$ cat src/rtl/simplebus_leader_arbiter.sv
// rtl/simplebus_leader_arbiter.sv - round-robin arbiter and transaction sequencer for a simplebus leader port
// Optional feature macro: SB_ARB_TIMEOUT_EN (read-wait timeout that aborts the transaction with err=1).
module simplebus_leader_arbiter #(
  parameter int N_REQ          = 4,
  parameter int TIMEOUT_CYCLES = 32
) (
  input  logic                 clock,
  input  logic                 reset,
  input  logic [N_REQ-1:0]     req,
  input  logic [N_REQ-1:0]     req_we,
  input  logic [16*N_REQ-1:0]  req_addr,
  input  logic [8*N_REQ-1:0]   req_wdata,
  output logic [N_REQ-1:0]     done,
  output logic                 err,
  output logic [7:0]           rdata,
  output logic                 busy,
  output logic                 bus_start,
  output logic                 bus_read,
  output logic [7:0]           bus_address,
  output logic [7:0]           bus_data_out,
  output logic                 bus_data_oe,
  input  logic [7:0]           bus_data_in,
  output logic                 bus_dv_out,
  output logic                 bus_dv_oe,
  input  logic                 bus_dv_in
);

  localparam int IW = $clog2(N_REQ);

  // Parameter sanity: the index width and the 8-bit wait counter bound these.
  if (N_REQ < 2 || N_REQ > 8) begin : g_bad_n_req
    $error("N_REQ must be in 2..8");
  end
  if (TIMEOUT_CYCLES < 1 || TIMEOUT_CYCLES > 255) begin : g_bad_timeout
    $error("TIMEOUT_CYCLES must be in 1..255");
  end

  typedef enum logic [2:0] {
    S_IDLE    = 3'd0,
    S_ADDR_HI = 3'd1,
    S_ADDR_LO = 3'd2,
    S_RD_WAIT = 3'd3,
    S_WR_DATA = 3'd4,
    S_FIN     = 3'd5
  } state_t;

  state_t          state_q, state_d;
  logic [IW-1:0]   rr_ptr_q, rr_ptr_d;
  logic [IW-1:0]   idx_q, idx_d;
  logic            we_q, we_d;
  logic [15:0]     addr_q, addr_d;
  logic [7:0]      wdata_q, wdata_d;
  logic [7:0]      rdata_q, rdata_d;

`ifdef SB_ARB_TIMEOUT_EN
  localparam logic [7:0] TO_LAST = 8'(TIMEOUT_CYCLES - 1);
  logic [7:0]      cnt_q, cnt_d;
  logic            err_q, err_d;
`endif

  // Round-robin pick: lowest set bit above rr_ptr, else lowest set bit overall.
  logic            hi_found, lo_found;
  logic [IW-1:0]   hi_idx, lo_idx;
  logic            pick_valid;
  logic [IW-1:0]   pick_idx;

  // Arbitration scan; descending loop leaves the lowest qualifying index.
  always_comb begin
    hi_found = 1'b0;
    lo_found = 1'b0;
    hi_idx   = '0;
    lo_idx   = '0;
    for (int j = N_REQ - 1; j >= 0; j--) begin
      if (req[j]) begin
        lo_found = 1'b1;
        lo_idx   = IW'(j);
        if (IW'(j) > rr_ptr_q) begin
          hi_found = 1'b1;
          hi_idx   = IW'(j);
        end
      end
    end
    pick_valid = lo_found;
    pick_idx   = hi_found ? hi_idx : lo_idx;
  end

  // Selected requester's fields, muxed with constant slices.
  logic            sel_we;
  logic [15:0]     sel_addr;
  logic [7:0]      sel_wdata;

  // Field mux for the winning requester.
  always_comb begin
    sel_we    = 1'b0;
    sel_addr  = '0;
    sel_wdata = '0;
    for (int j = 0; j < N_REQ; j++) begin
      if (IW'(j) == pick_idx) begin
        sel_we    = req_we[j];
        sel_addr  = req_addr[16*j +: 16];
        sel_wdata = req_wdata[8*j +: 8];
      end
    end
  end

  // State register and latched-request datapath.
  always_ff @(posedge clock) begin
    if (reset) begin
      state_q  <= S_IDLE;
      rr_ptr_q <= IW'(N_REQ - 1);
      idx_q    <= '0;
      we_q     <= 1'b0;
      addr_q   <= '0;
      wdata_q  <= '0;
      rdata_q  <= '0;
`ifdef SB_ARB_TIMEOUT_EN
      cnt_q    <= '0;
      err_q    <= 1'b0;
`endif
    end else begin
      state_q  <= state_d;
      rr_ptr_q <= rr_ptr_d;
      idx_q    <= idx_d;
      we_q     <= we_d;
      addr_q   <= addr_d;
      wdata_q  <= wdata_d;
      rdata_q  <= rdata_d;
`ifdef SB_ARB_TIMEOUT_EN
      cnt_q    <= cnt_d;
      err_q    <= err_d;
`endif
    end
  end

  // Next-state and datapath updates; the request is captured only in IDLE.
  always_comb begin
    state_d  = state_q;
    rr_ptr_d = rr_ptr_q;
    idx_d    = idx_q;
    we_d     = we_q;
    addr_d   = addr_q;
    wdata_d  = wdata_q;
    rdata_d  = rdata_q;
`ifdef SB_ARB_TIMEOUT_EN
    cnt_d    = cnt_q;
    err_d    = err_q;
`endif
    case (state_q)
      S_IDLE: begin
        if (pick_valid) begin
          idx_d   = pick_idx;
          we_d    = sel_we;
          addr_d  = sel_addr;
          wdata_d = sel_wdata;
          state_d = S_ADDR_HI;
`ifdef SB_ARB_TIMEOUT_EN
          err_d   = 1'b0;
`endif
        end
      end
      S_ADDR_HI: state_d = S_ADDR_LO;
      S_ADDR_LO: begin
        if (we_q) begin
          state_d = S_WR_DATA;
        end else begin
          state_d = S_RD_WAIT;
`ifdef SB_ARB_TIMEOUT_EN
          cnt_d   = '0;
`endif
        end
      end
      S_RD_WAIT: begin
        if (bus_dv_in) begin
          rdata_d = bus_data_in;
          state_d = S_FIN;
`ifdef SB_ARB_TIMEOUT_EN
        end else if (cnt_q == TO_LAST) begin
          err_d   = 1'b1;
          state_d = S_FIN;
        end else begin
          cnt_d   = cnt_q + 8'd1;
`endif
        end
      end
      S_WR_DATA: state_d = S_FIN;
      S_FIN: begin
        rr_ptr_d = idx_q;
        state_d  = S_IDLE;
      end
      default: state_d = S_IDLE;
    endcase
  end

  // Moore outputs decoded from the current state.
  always_comb begin
    done         = '0;
    err          = 1'b0;
    rdata        = rdata_q;
    busy         = (state_q != S_IDLE);
    bus_start    = 1'b0;
    bus_read     = 1'b0;
    bus_address  = '0;
    bus_data_out = '0;
    bus_data_oe  = 1'b0;
    bus_dv_out   = 1'b0;
    bus_dv_oe    = 1'b0;
    case (state_q)
      S_ADDR_HI: begin
        bus_start   = 1'b1;
        bus_address = addr_q[15:8];
      end
      S_ADDR_LO: begin
        bus_address = addr_q[7:0];
        bus_read    = ~we_q;
      end
      S_WR_DATA: begin
        bus_data_oe  = 1'b1;
        bus_data_out = wdata_q;
        bus_dv_oe    = 1'b1;
        bus_dv_out   = 1'b1;
      end
      S_FIN: begin
        for (int j = 0; j < N_REQ; j++) begin
          done[j] = (idx_q == IW'(j));
        end
`ifdef SB_ARB_TIMEOUT_EN
        err = err_q;
`endif
      end
      default: ;
    endcase
  end

endmodule

$ cat config.mk
export PLATFORM = sky130hd
export DESIGN_NAME = simplebus_leader_arbiter
export DESIGN_NICKNAME = d
export VERILOG_FILES = /design/src/rtl/simplebus_leader_arbiter.sv
export SDC_FILE = /design/constraint.sdc
export NUM_CORES = 1
export LEC_CHECK = 0
export CORE_UTILIZATION = 39
export CTS_BUF_LIST = sky130_fd_sc_hd__clkbuf_4
export CTS_CLUSTER_SIZE = 8
export DETAILED_ROUTE_END_ITERATION = 6
export PLACE_DENSITY_LB_ADDON = 0.15
export RECOVER_POWER = 50
export SYNTH_ARGS = -nofsm -noshare
export SYNTH_HDL_FRONTEND = slang
export SYNTH_SLANG_ARGS = --single-unit
$ cat constraint.sdc
create_clock -name clock -period 2.91 [get_ports clock]
set_input_delay 0.582 -clock clock [delete_from_list [all_inputs] [get_ports clock]]
set_output_delay 0.582 -clock clock [all_outputs]
set_load 0.02 [all_outputs]
==> results.sh <==
export IMPL_final_max_slew_viol_count=0
export IMPL_cts_root_buf="sky130_fd_sc_hd__clkbuf_4"
export IMPL_synth_enable_flop_cells=0
export IMPL_ant_nets=0
export IMPL_critical_path_depth=5
export IMPL_final_setup_skew_ns=0.00672
export IMPL_power_per_cell_area_nw_per_um2=422
export IMPL_synth_area_leaders="sky130_fd_sc_hd__dfxtp_1, sky130_fd_sc_hd__a221oi_2, sky130_fd_sc_hd__mux2_4"
export IMPL_io_buffer_count=148
export IMPL_drt_first_pass_iters=4
export IMPL_die_width_um=83.6
export IMPL_layoutNonFillerInstCount=544
export IMPL_worst_path_max_fanout=11
export IMPL_die_area_um2=6990
export IMPL_initialDrtViolationCount=139
export IMPL_crit_path_end_kind="primary output"
export IMPL_ctsHtreeMaxLevel=2
export IMPL_worst_setup_hold_path_clk_slew_ns=0.12
export IMPL_gr_max_usage_layer="met2"
export IMPL_detail_route_wl_per_cell_um=15.5
export IMPL_cpLargestDelayFamily="buffers and inverters"
export IMPL_floorplan_rows=29
export IMPL_grt_use_met2=0.430
export IMPL_worst_skew_pair_late_latency_ns=0.35
export IMPL_syn_area_per_cell_um2=7.94
export IMPL_share_clk_of_total_power=0.208
export IMPL_number_of_synthesized_register_bits=40
export IMPL_vias=2982
export IMPL_filler_cell_count=555
export IMPL_viasPerCell=5.48
export IMPL_fmax_mhz=373
export IMPL_required_ns=2.33
export IMPL_gp_congestion=0.853
export IMPL_drt_wl_total_um=8430
export IMPL_share_of_the_cycle_needed_by_the_critical_path_after_routing=0.921
export IMPL_max_slew_worst_pin_slew_ns=1.13
export IMPL_worstPathArrival_ns=2.10
export IMPL_syn_to_final_growth_pct=63.4
export IMPL_number_of_global_route_vias_before_repair=2913
export IMPL_dpl_hpwl_um=6310
export IMPL_postCtsHoldBufs=0
export IMPL_netlist_cell_type_count=46
export IMPL_globalRouteOverflowTotal=0
export IMPL_tritoncts_clock_tree="built"
export IMPL_rsz0062_at_grt="no"
export IMPL_synth_fp_nets=442
export IMPL_antenna_cells_inserted=0
export IMPL_synth_main_ff_cell="sky130_fd_sc_hd__dfxtp_1"
export IMPL_status="finished clean"
export IMPL_post_synth_top_area_cell="sky130_fd_sc_hd__dfxtp_1"
export IMPL_crit_buf_inv=2
export IMPL_post_synth_instance_area_um2=2600
export IMPL_layout_cells_most_common="sky130_fd_sc_hd__clkdlybuf4s50_1"
export IMPL_tritoncts_num_sinks=40
export IMPL_hold_path_class="register to register"
export IMPL_grt_max_degree=27
export IMPL_wire_length_of_the_first_global_routing_pass_um=13800
export IMPL_effective_utilization_at_floorplan=0.407
export IMPL_grt_util_met3=0.0534
export IMPL_synthesis_yosys_warnings=0
export IMPL_placeableCoreArea_um2=6390
export IMPL_power_switching_share=0.327
export IMPL_most_common_layout_cells="sky130_fd_sc_hd__clkdlybuf4s50_1, sky130_fd_sc_hd__dfxtp_1, sky130_fd_sc_hd__nand2_1, sky130_fd_sc_hd__nor2_1, sky130_fd_sc_hd__o21ai_0"
export IMPL_number_of_antenna_violations_at_the_first_check_in_global_routing=0
export IMPL_post_route_cells_drive_above_1_share=0.0985
export IMPL_postCtsResizedCells=0
export IMPL_synthCells=327
export IMPL_yosysTopAreaCellShare=0.308
export IMPL_worst_r2r_startpoint="state_q[2]"
export IMPL_sequential_share_of_the_synthesized_area=0.308
export IMPL_numCtsBuffers=5
export IMPL_grtUsageMet1=0.294
export IMPL_vdd_ir_drop_worst_mv=0.195
export IMPL_setup_worst_path_start_class="register"
export IMPL_clock_tree_buffer_depth=2
export IMPL_post_layout_nets=581
export IMPL_worst_r2r_cell_count=6
export IMPL_power_report_internal_total_mw=1.20
export IMPL_worst_hold_slack_ns=0.458
export IMPL_share_of_synthesized_registers_carrying_an_async_set_or_reset=0
export IMPL_post_cts_buffers=0
export IMPL_timing_critical_path_slowest_cell_delay_ns=0.61
export IMPL_cp_max_delay_cell="sky130_fd_sc_hd__clkdlybuf4s50_1"
export IMPL_power_share_sequential=0.383
export IMPL_min_delay_start="rdata[6]"
export IMPL_number_of_setup_violations_in_the_final_report=0
export IMPL_total_switching_power_mw=0.585
export IMPL_drv_max_cap_violation_count=0
export IMPL_cells_after_dpl=536
export IMPL_timing_final_hold_violations=0
export IMPL_timing_slew_headroom=0.245
export IMPL_grtUsageTotal=0.243
export IMPL_leakage_dissipation_nw=1.62
export IMPL_die_height_um=83.6
export IMPL_num_io_pins=150
export IMPL_timing_worst_setup_path_type="register to primary output"
export IMPL_layout_min_cycle_time_ns=2.68
export IMPL_remaining_drc_errors=0
export IMPL_setup_worst_path_start="state_q[0]"
export IMPL_crit_chain="nor2b_2 -> buf_4 -> a22oi_1 -> nor2_1 -> clkdlybuf4s50_1"
export IMPL_fraction_of_power_consumed_by_combinational_cells=0.409
export IMPL_hold_depth=2
export IMPL_finalSetupTns_ns=0
-- worst register-to-register path: stages, from the launching register on --
cell                      delay, ns
sky130_fd_sc_hd__dfxtp_1       0.33
sky130_fd_sc_hd__buf_4         0.19
sky130_fd_sc_hd__or3_1         0.42
sky130_fd_sc_hd__or2_0         0.39
sky130_fd_sc_hd__nor2_1        0.51
sky130_fd_sc_hd__o21ai_0       0.16
sky130_fd_sc_hd__o21ai_0       0.19
-- sequential cells by signal (all words and copies together), names as in the netlist --
register	flops
addr_q	16
we_q	1
state_q	3
rr_ptr_q	2
rdata	8
idx_q	2
wdata_q	8
-- power groups by stage --
stage	Sequential, mW	Clock [mW]	Combinational (mW)
detailed placement	0.695	0	0.744
global route	0.698	0.410	0.803
finish	0.686	0.372	0.733
CTS	0.684	0.381	0.747
floorplan	0.674	0	0.423
global placement	0.691	0	0.732
-- metal layers --
layer / share of wire / wire length, um
met2: 0.51 / 4280
met1: 0.42 / 3510
met3: 0.063 / 530
met4: 0.013 / 108
met5: 0 / 0
-- cell type report --
type                            instances  area, um2  share of cell area
Clock buffer                            6       45.0              0.0106
Clock inverter                          2       35.0             0.00826
Inverter                                3       11.3             0.00265
Multi-Input combinational cell        250       1620               0.381
Sequential cell                        40        802               0.189
Tap cell                               77       96.3              0.0227
Timing Repair Buffer                  166       1640               0.386
-- path summary, 6_finish.rpt --
path                    end  slack (ns)
max reg2reg       addr_q[1]        0.65
min reg2reg        rdata[6]        0.46
min                rdata[6]        0.46
max          bus_address[5]        0.23
-- Yosys cell counts, drive strengths merged (2+ instances only) --
master and number:
dfxtp 40, nand2 34, nor2 33, o21ai 23, clkbuf 18, nor3 17, buf 16, a21oi 15
nor4 13, a221oi 12, mux2 12, a22o 11, a22oi 11, and2 11, a211oi 10, nor2b 9
a31oi 4, nand3 4, o2111ai 4, a211o 3, a32o 3, inv 3, and3 2, nor3b 2
o211a 2, o211ai 2
-- cell families (layout without fill, tap and decap cells) --
group	Yosys count	in the layout	synth area share
simple gates	130	130	0.241
compound gates	107	107	0.316
flops	40	40	0.308
buf+inv	37	177	0.0675
mux	12	12	0.0651
other cells	1	1	0.00144
-- through the flow --
| step | instance area (um2) | setup slack (ns) | utilization | power, mW |
|---|---|---|---|---|
| final | 4240 | 0.229 | 0.664 | 1.79 |
| after global routing | 4240 | 0.0372 | 0.664 | 1.91 |
| after CTS | 4250 | 0.0276 | 0.666 | 1.81 |
| after detailed placement | 4170 | 0.0534 | 0.653 | 1.44 |
| after global placement | 4170 | 0.0925 | 0.653 | 1.42 |
| after floorplan | 2600 | 0.470 | - | 1.10 |
No activity file was read; power rests on OpenSTA's default activity.
